[src/rtl/mem_arbiter_pkg.sv]
// Shared types and constants for the instruction/data memory arbiter.
package mem_arbiter_pkg;

   localparam int XLEN = 32;

   typedef enum logic [1:0] {
      IDLE    = 2'd0,
      IFETCH  = 2'd1,
      DACCESS = 2'd2,
      RESP    = 2'd3
   } arbState_t;

endpackage

[src/rtl/mem_arbiter.sv]
// Arbitrates the fetch and data ports onto one memory bus, one transaction at a time.
// Define MEM_ARB_RR_EN to alternate grants under contention instead of favouring data.
module mem_arbiter
   import mem_arbiter_pkg::*;
(
   input  logic            clk,
   input  logic            rst_n,
   input  logic            IReqF,
   input  logic [XLEN-1:0] IAddrF,
   output logic [XLEN-1:0] IRdataF,
   output logic            IReadyF,
   input  logic            DReqM,
   input  logic            DWeM,
   input  logic [XLEN-1:0] DAddrM,
   input  logic [XLEN-1:0] DWdataM,
   output logic [XLEN-1:0] DRdataM,
   output logic            DReadyM,
   output logic            MemReq,
   output logic            MemWe,
   output logic [XLEN-1:0] MemAddr,
   output logic [XLEN-1:0] MemWdata,
   input  logic [XLEN-1:0] MemRdata,
   input  logic            MemAck,
   output logic            StallF,
   output logic            StallM
);

   arbState_t state;
   logic      grantData;

`ifdef MEM_ARB_RR_EN
   logic lastGrantData;

   // Under contention, hand the bus to whoever did not get it last time.
   always_comb begin
      grantData = DReqM;
      if (DReqM && IReqF) begin
         grantData = ~lastGrantData;
      end
   end

   // Reset leaves fetch as the last winner so data wins the first tie.
   always_ff @(posedge clk or negedge rst_n) begin
      if (!rst_n) begin
         lastGrantData <= 1'b0;
      end else if (state == IDLE && (DReqM || IReqF)) begin
         lastGrantData <= grantData;
      end
   end
`else
   always_comb begin
      grantData = DReqM;
   end
`endif

   // Main controller; every bus and response output is registered here.
   always_ff @(posedge clk or negedge rst_n) begin
      if (!rst_n) begin
         state    <= IDLE;
         MemReq   <= 1'b0;
         MemWe    <= 1'b0;
         MemAddr  <= '0;
         MemWdata <= '0;
         IRdataF  <= '0;
         DRdataM  <= '0;
         IReadyF  <= 1'b0;
         DReadyM  <= 1'b0;
      end else begin
         IReadyF <= 1'b0;
         DReadyM <= 1'b0;
         case (state)
            IDLE: begin
               if (grantData) begin
                  MemReq   <= 1'b1;
                  MemWe    <= DWeM;
                  MemAddr  <= DAddrM;
                  MemWdata <= DWdataM;
                  state    <= DACCESS;
               end else if (IReqF) begin
                  MemReq  <= 1'b1;
                  MemWe   <= 1'b0;
                  MemAddr <= IAddrF;
                  state   <= IFETCH;
               end
            end
            IFETCH: begin
               if (MemAck) begin
                  IRdataF <= MemRdata;
                  IReadyF <= 1'b1;
                  MemReq  <= 1'b0;
                  state   <= RESP;
               end
            end
            DACCESS: begin
               if (MemAck) begin
                  if (!MemWe) begin
                     DRdataM <= MemRdata;
                  end
                  DReadyM <= 1'b1;
                  MemReq  <= 1'b0;
                  MemWe   <= 1'b0;
                  state   <= RESP;
               end
            end
            // The ready pulse is visible here; never grant in this cycle.
            RESP: begin
               state <= IDLE;
            end
            default: begin
               state <= IDLE;
            end
         endcase
      end
   end

   assign StallF = IReqF & ~IReadyF;
   assign StallM = DReqM & ~DReadyM;

endmodule

[config.mk]
export PLATFORM = sky130hd
export DESIGN_NAME = mem_arbiter
export DESIGN_NICKNAME = d
export VERILOG_FILES = /design/src/rtl/mem_arbiter_pkg.sv /design/src/rtl/mem_arbiter.sv
export SDC_FILE = /design/constraint.sdc
export NUM_CORES = 1
export LEC_CHECK = 0
export CORE_UTILIZATION = 25
export CTS_CLUSTER_DIAMETER = 200
export DETAILED_ROUTE_END_ITERATION = 6
export GPL_TIMING_DRIVEN = 1
export PLACE_DENSITY = 0.62
export SYNTH_ARGS = -nofsm -noshare
export SYNTH_HDL_FRONTEND = slang
export SYNTH_SLANG_ARGS = --single-unit
[constraint.sdc]
create_clock -name clk -period 4.65 [get_ports clk]
set_input_delay 1.1625 -clock clk [delete_from_list [all_inputs] [get_ports clk]]
set_output_delay 1.1625 -clock clk [all_outputs]
set_load 0.005 [all_outputs]
**Word level (Yosys, flattened, before mapping)**

Index checks and enable logic that the tools add are counted.
Widths: inputs -> output; s select.

- Logic and storage cells: 48
- Register bits after elaboration: 134
- Output and inout bits: 134

- Reduce and logical (&&, ||, !) cells: 12
- Bitwise gates (word level): 5
- Eq/ne operators: 6
- Multiplexer cells: 16

Operator list:

| kind | number |
|---|---|
| $mux 32 | 2 |
| $reduce_and 3->1 | 3 |
| $mux 1 | 8 |
| $reduce_and 2->1 | 4 |
| $mux 2 | 3 |
| $pmux 2 s3 | 1 |
| $reduce_bool 2->1 | 3 |
| $eq 2x2->1 const B | 2 |
| $pmux 1 s2 | 2 |
| $ne 3x3->1 const B | 1 |
| $not 1->1 | 3 |
| $and 1x1->1 | 2 |
| $eq 2x1->1 const B | 1 |
| $logic_not 2->1 | 1 |
| $ne 2x1->1 const B | 1 |
| $ne 2x2->1 const B | 1 |
| $reduce_or 2->1 | 1 |

**Depth between registers and ports, before layout**

Gate-level depths: netlist of run 1.

- Word-level depth: 4
- Mapped depth: 6

**Worst setup path before layout of run 1**

No wires, ideal clock.

- Path type: input-to-output
- From: input DReqM
- To: output StallM
- Stages on the path: 3
- Arrival time: 1502 ps
- Slack: 1985 ps
- Path buffers: 1
- Cells stage by stage: buf_4 -> inv_2 -> nor2_1

- Cells in the longest elaborated chain, start to end: 1

RTL lines:

| what | line | text |
|---|---|---|
| start: declaration | mem_arbiter.sv:12 | `input logic DReqM,` |
| $and 1x1->1 | mem_arbiter.sv:117 | `assign StallM = DReqM & ~DReadyM;` |
| end: declaration | mem_arbiter.sv:25 | `output logic StallM` |

No other way between the ends.

**Worst setup path in the final report of run 1**

- From: input IReqF
- To: output StallF

- Cells in the longest elaborated chain, start to end: 1

RTL lines:

| what | line | text |
|---|---|---|
| start: declaration | mem_arbiter.sv:8 | `input logic IReqF,` |
| $and 1x1->1 | mem_arbiter.sv:116 | `assign StallF = IReqF & ~IReadyF;` |
| end: declaration | mem_arbiter.sv:24 | `output logic StallF,` |

No other way between the ends.

==> results.yml, run 1 <==
outcome:
  run_status: "finished clean"
sta:
  rsz0062_at_grt: "no"
  setup_viol: 0
  tns_ps: 0
  period_minus_slack_ps: 3610
  max_freq_mhz: 277
  timing_hold_violations_final: 0
  post-route-period-util_pct: 77.7
  fin_skew_ps: 11.9
  worst_slew_pin_slew_ps: 1240
  drv_slew: 0
  slew_headroom_pct: 17.2
global_routing:
  antenna_found_initial: 1
  grt_overflow: 0
  grt_pass1_wl_um: 22900
  globalRouteTotalUtil_pct: 13.5
  grt_max_degree: 120
  grt_pass1_vias: 4300
clocking:
  cts_hold_buffers: 0
  clockRootBuffer: "clkbuf_16"
  cts-resized-gates: 0
  insertion_delay_ps: 410
  postCtsSetupBuffers: 0
  htree_levels: 4
  clkSinkCount: 134
  clk_path_buf_depth: 2
  cts_tree: "yes"
  cts_made_buffers: 17
  path_clk_slew_ps: 60
synth:
  synth_seq_area_share_pct: 61.9
  yosysUniqueCellTypes: 27
  synth_nets: 520
  synth-seq-cells: 134
  syn_inst: 380
  synth_top_area_cell: "dfrtp_1"
  synth_area_um2: 5420
  synth.area.top_cells: "dfrtp_1 62%, mux2_2 20%, mux2i_1 6.1%"
  yosys_warnings: 0
  yosys.area.top_type_share_pct: 61.9
  syn_area_per_cell_um2: 14.3
worst_hold_path:
  hold_start: "MemAddr[30]$_DFFE_PN0P_"
  hold_class: "flip-flop to flip-flop"
  whs_endpoint: "MemAddr[30]$_DFFE_PN0P_"
  hold_depth: 2
power_and_ir_drop:
  finalPower_w: 0.00588
  pwr_density_cell_nw_per_um2: 656
  p_sw_w: 0.00162
  seqPwrFrac_pct: 35.0
  combPwrFrac_pct: 40.9
  p_leak_nw: 3.84
  p_sw_share_pct: 27.5
  intPower_w: 0.00427
  p_clk_share_pct: 24.1
  irDropWorstVdd_uv: 305
routing:
  drtIter0Drc: 104
  drt_wl_total_um: 14600
  drt_pre_antenna_iters: 6
  vias: 3969
  postRouteAntennaNets: 0
  vias_per_cell: 4.23
  wl_per_cell_um: 15.6
  drc: 0
place:
  dp_hpwl_um: 10700
  gp_congestion: 0.703
  port_buffers: 267
  postPlaceCellArea_um2: 8350
  placed_cells: 906
final_layout:
  final_common_cell: "clkdlybuf4s50_1"
  final_core_util_pct: 42.4
  final_cell_area_um2: 8970
  area_delta_synth_final_pct: 65.5
  drive_gt1_share_pct: 20.4
  final_nets: 790
  layout_common_cells: "265 x clkdlybuf4s50_1, 134 x dfrtp_1, 94 x mux2_2, 34 x o21ai_0"
  nFillCells: 1977
  instances_no_fill: 939
critical_path:
  start_kind: "input pin"
  rr_worst_depth: 4
  r2r-end: "IRdataF[24]$_DFFE_PN0P_"
  r2r_start: "state[1]$_DFFE_PN0P_"
  crit_path_max_fanout: 3
  criticalPathCategory: "input pin to primary output"
  r2r_slack_ps: 2700
  cp_data_required_time_ps: 3490
  setup.worst_path.end_class: "primary output"
  cp.arrival_ps: 2450
floorplan:
  die_h_um: 149
  io_pins: 268
  rows: 53
  dieArea_um2: 22300
  chipWidth_um: 149
  initial_core_util_pct: 25.6
  core-area_um2: 21200
job:
  cap_violations: 0
[synth_stat cells]
cell type / count
a21oi_1: 2
o21ai_2: 1
and2_1: 1
mux2_2: 94
ha_1: 6
inv_2: 1
o22a_1: 1
nand3_1: 1
nand2_1: 33
buf_2: 8
mux2i_1: 33
inv_1: 6
a31oi_1: 1
o21ai_0: 34
nor2b_1: 2
buf_6: 3
dfrtp_1: 134
clkbuf_1: 5
mux2_1: 2
nand2_2: 1
nand3b_4: 1
o41ai_1: 1
nor3b_4: 1
buf_4: 4
a2bb2oi_1: 1
o31ai_1: 2
nor2_1: 1
[flip-flops by register name, summed over array words and instances, names as in the netlist]
signal    count
DRdataM      32
DReadyM       1
IRdataF      32
IReadyF       1
MemAddr      32
MemReq        1
MemWdata     32
MemWe         1
state         2
[cell families after synthesis]
kind of cell	share of synthesized area [%]
flip-flops	61.9
multiplexers	26.0
AO/OA/AOI/OAI	4.36
AND/OR/NAND/NOR	3.62
buffers and inverters	2.75
adder cells (fa/ha/maj)	1.38
[worst max path at each step]
stage,startpoint,endpoint,slack (ps),depth (start not counted)
after floorplan,DReqM,StallM,1990,3
after global placement,IReqF,StallF,1040,3
after detailed placement,IReqF,StallF,1040,3
after CTS,IReqF,StallF,1040,3
after global routing,IReqF,StallF,990,3
final,IReqF,StallF,1040,3
[worst max-delay path: stages]
cell and delay, ps:
clkdlybuf4s50_1 610, nor2b_1 160, clkdlybuf4s50_1 520
[power groups by stage]
| stage | Combinational (W) | Clock [W] | Sequential [W] |
|---|---|---|---|
| 2_1_floorplan | 0.000865 | 0 | 0.00210 |
| 3_3_place_gp | 0.00240 | 0 | 0.00206 |
| 3_5_place_dp | 0.00245 | 0 | 0.00208 |
| 4_1_cts | 0.00246 | 0.00146 | 0.00207 |
| 5_1_grt | 0.00261 | 0.00152 | 0.00215 |
| 6_report | 0.00241 | 0.00142 | 0.00206 |
[layer usage]
layer	share of wire, %	wire (µm)	track usage, %	vias up
li1	-	-	-	1871
met1	40	5810	15.1	1924
met2	51	7460	23.2	161
met3	7.6	1120	4.80	13
met4	1.7	242	5.05	0
met5	0	0	0	-
[layout make-up]
cell class	instances	area [µm²]	share of cell area, %
multi-input combinational	219	1930	21.5
clock buffer	20	447	4.98
clock inverter	12	176	1.97
tap	275	344	3.83
sequential	134	3350	37.4
antenna	1	2.50	0.0279
inverter	7	26.3	0.293
timing repair buffer	271	2700	30.1
[stage by stage]
stage	worst slack [ps]	hold WS, ps
final	1040	474
after CTS	1040	484
after detailed placement	1040	470
after global placement	1040	464
after global routing	994	497
after floorplan	1990	473
(Power assumes the default switching activity.)
==> run 2: changes to the inputs <==
Clock period 4.65 ns to 3.39 ns, I/O delays scaled along.
==> run 2 against run 1 <==
Core utilization is 0.053 points higher. Power up 36%. Sequential share of layout area hardly changed. Die area stayed put. Flip-flop and latch count did not move. Clock skew shrank 3.2 ps. Global-route usage decreased by 0.16 points. Final cell count is 0.32% higher.
==> results.yml, run 2 (same netlist as run 1, synthesis figures left out) <==
place:
  dp_hpwl_um: 10800
  port_buffers: 267
  pre_cts_slack_ps: 573
  gp_congestion: 0.713
sta:
  drv_slew: 0
  holdWs_ps: 355
  fin_skew_ps: 8.70
  post-route-period-util_pct: 83.3
  period_minus_slack_ps: 2820
  rsz0062_at_grt: "no"
  tns_ps: 0
  setup_viol: 0
  slew_headroom_pct: 43.5
  finalWorstSetupSlack_ps: 566
  max_freq_mhz: 354
  worst_slew_pin_slew_ps: 845
  timing_hold_violations_final: 0
routing:
  drt_pre_antenna_iters: 4
  postRouteAntennaNets: 0
  vias: 3984
  wl_per_cell_um: 15.4
  drc: 0
  drtIter0Drc: 78
  drt_wl_total_um: 14500
  vias_per_cell: 4.23
critical_path:
  cp.arrival_ps: 1980
  cp_data_required_time_ps: 2540
  setup.worst_path.end_class: "primary output"
  max_stage_delay_ps: 510
  r2r_slack_ps: 1470
  criticalPathCategory: "input pin to primary output"
  crit_path_max_fanout: 2
  slowest_stage: "clkdlybuf4s50_1"
  crit_path_frequent_cell: "clkdlybuf4s50_1"
  path_cells: "clkdlybuf4s50_1 > nor2b_1 > clkdlybuf4s50_1"
  start_kind: "input pin"
clocking:
  path_clk_slew_ps: 60
  cts_tree: "yes"
  clkSinkCount: 134
  htree_levels: 4
  cts_made_buffers: 17
  cts_hold_buffers: 0
  insertion_delay_ps: 410
  postCtsSetupBuffers: 0
  clockRootBuffer: "clkbuf_16"
  clk_path_buf_depth: 2
  cts-resized-gates: 0
power_and_ir_drop:
  irDropWorstVdd_uv: 432
  p_leak_nw: 3.84
  pwr_density_cell_nw_per_um2: 888
global_routing:
  grt_overflow: 0
  grt_pass1_wl_um: 22600
  globalRouteTotalUtil_pct: 13.3
  grt_pass1_vias: 4403
  antenna_found_initial: 1
  grt_max_degree: 65
floorplan:
  io_pins: 268
  rows: 53
  die_h_um: 149
  core-area_um2: 21200
  dieArea_um2: 22300
  initial_core_util_pct: 25.6
  chipWidth_um: 149
outcome:
  run_status: "finished clean"
final_layout:
  final_common_cell: "clkdlybuf4s50_1"
  drive_gt1_share_pct: 21.0
  layout_common_cells: "265 x clkdlybuf4s50_1, 134 x dfrtp_1, 94 x mux2_2, 34 x o21ai_0"
  area_delta_synth_final_pct: 65.8
  final_nets: 793
job:
  cap_violations: 0
worst_hold_path:
  hold_class: "input pin to asynchronous set/reset pin"
run 2: cell types whose count changed in the layout (fill, tap and decap cells not counted):
cell	change
buf_12	+1
clkinvlp_4	+2
clkinv_2	-1
inv_8	+1
buf_4	+2
inv_6	+2
clkbuf_1	-2
bufinv_16	-2
clkinv_4	-1
clkbuf_8	+1
run 2: layout make-up:
cell class / instances / area (µm²)
fillers: 1934 / 12200
flip-flops and latches: 134 / 3350
repair buffers: 274 / 2730
multi-input cells: 219 / 1930
clock buffers: 19 / 453
well taps: 275 / 344
clock inverters: 13 / 146
inverters: 7 / 26.3
diodes: 1 / 2.50
run 2: metal layers:
layer  track usage (%)  up-vias  wire length [µm]
li1                  -     1875                 -
met1              14.5     1933              5540
met2              23.4      160              7510
met3              5.50       16              1260
met4              3.98        0               175
met5                 0        -                 0
run 2: report_power, final:
group	switching, W	total, W	internal [W]
combinational	0.00111	0.00330	0.00219
clock	0.000714	0.00185	0.00113
sequential	0.000419	0.00283	0.00241
run 2: worst paths after layout:
kind	start	endpoint	depth (start not counted)
worst min register to register	MemAddr[19]$_DFFE_PN0P_	MemAddr[19]$_DFFE_PN0P_	2
worst max-delay path	IReqF	StallF	3
max in group asynchronous	rst_n	MemWdata[15]$_DFFE_PN0P_	2
worst min-delay path	rst_n	IRdataF[9]$_DFFE_PN0P_	1
min in group clk	MemAddr[19]$_DFFE_PN0P_	MemAddr[19]$_DFFE_PN0P_	2
worst max register to register	state[1]$_DFFE_PN0P_	IRdataF[21]$_DFFE_PN0P_	4
run 2: through the flow:
step	total power (W)	util (%)	instances	cell area [µm²]
floorplan	0.00407	-	380	5420
global placement	0.00610	39.6	909	8380
detailed placement	0.00622	39.6	909	8380
CTS	0.00814	42.5	941	8980
global route	0.00852	42.5	941	8980
finish	0.00798	42.5	942	8990
run 2: worst max-delay path, delay by kind of cell:
kind	cells	cell delay, ps
simple gates	1	130
buf+inv	2	1000
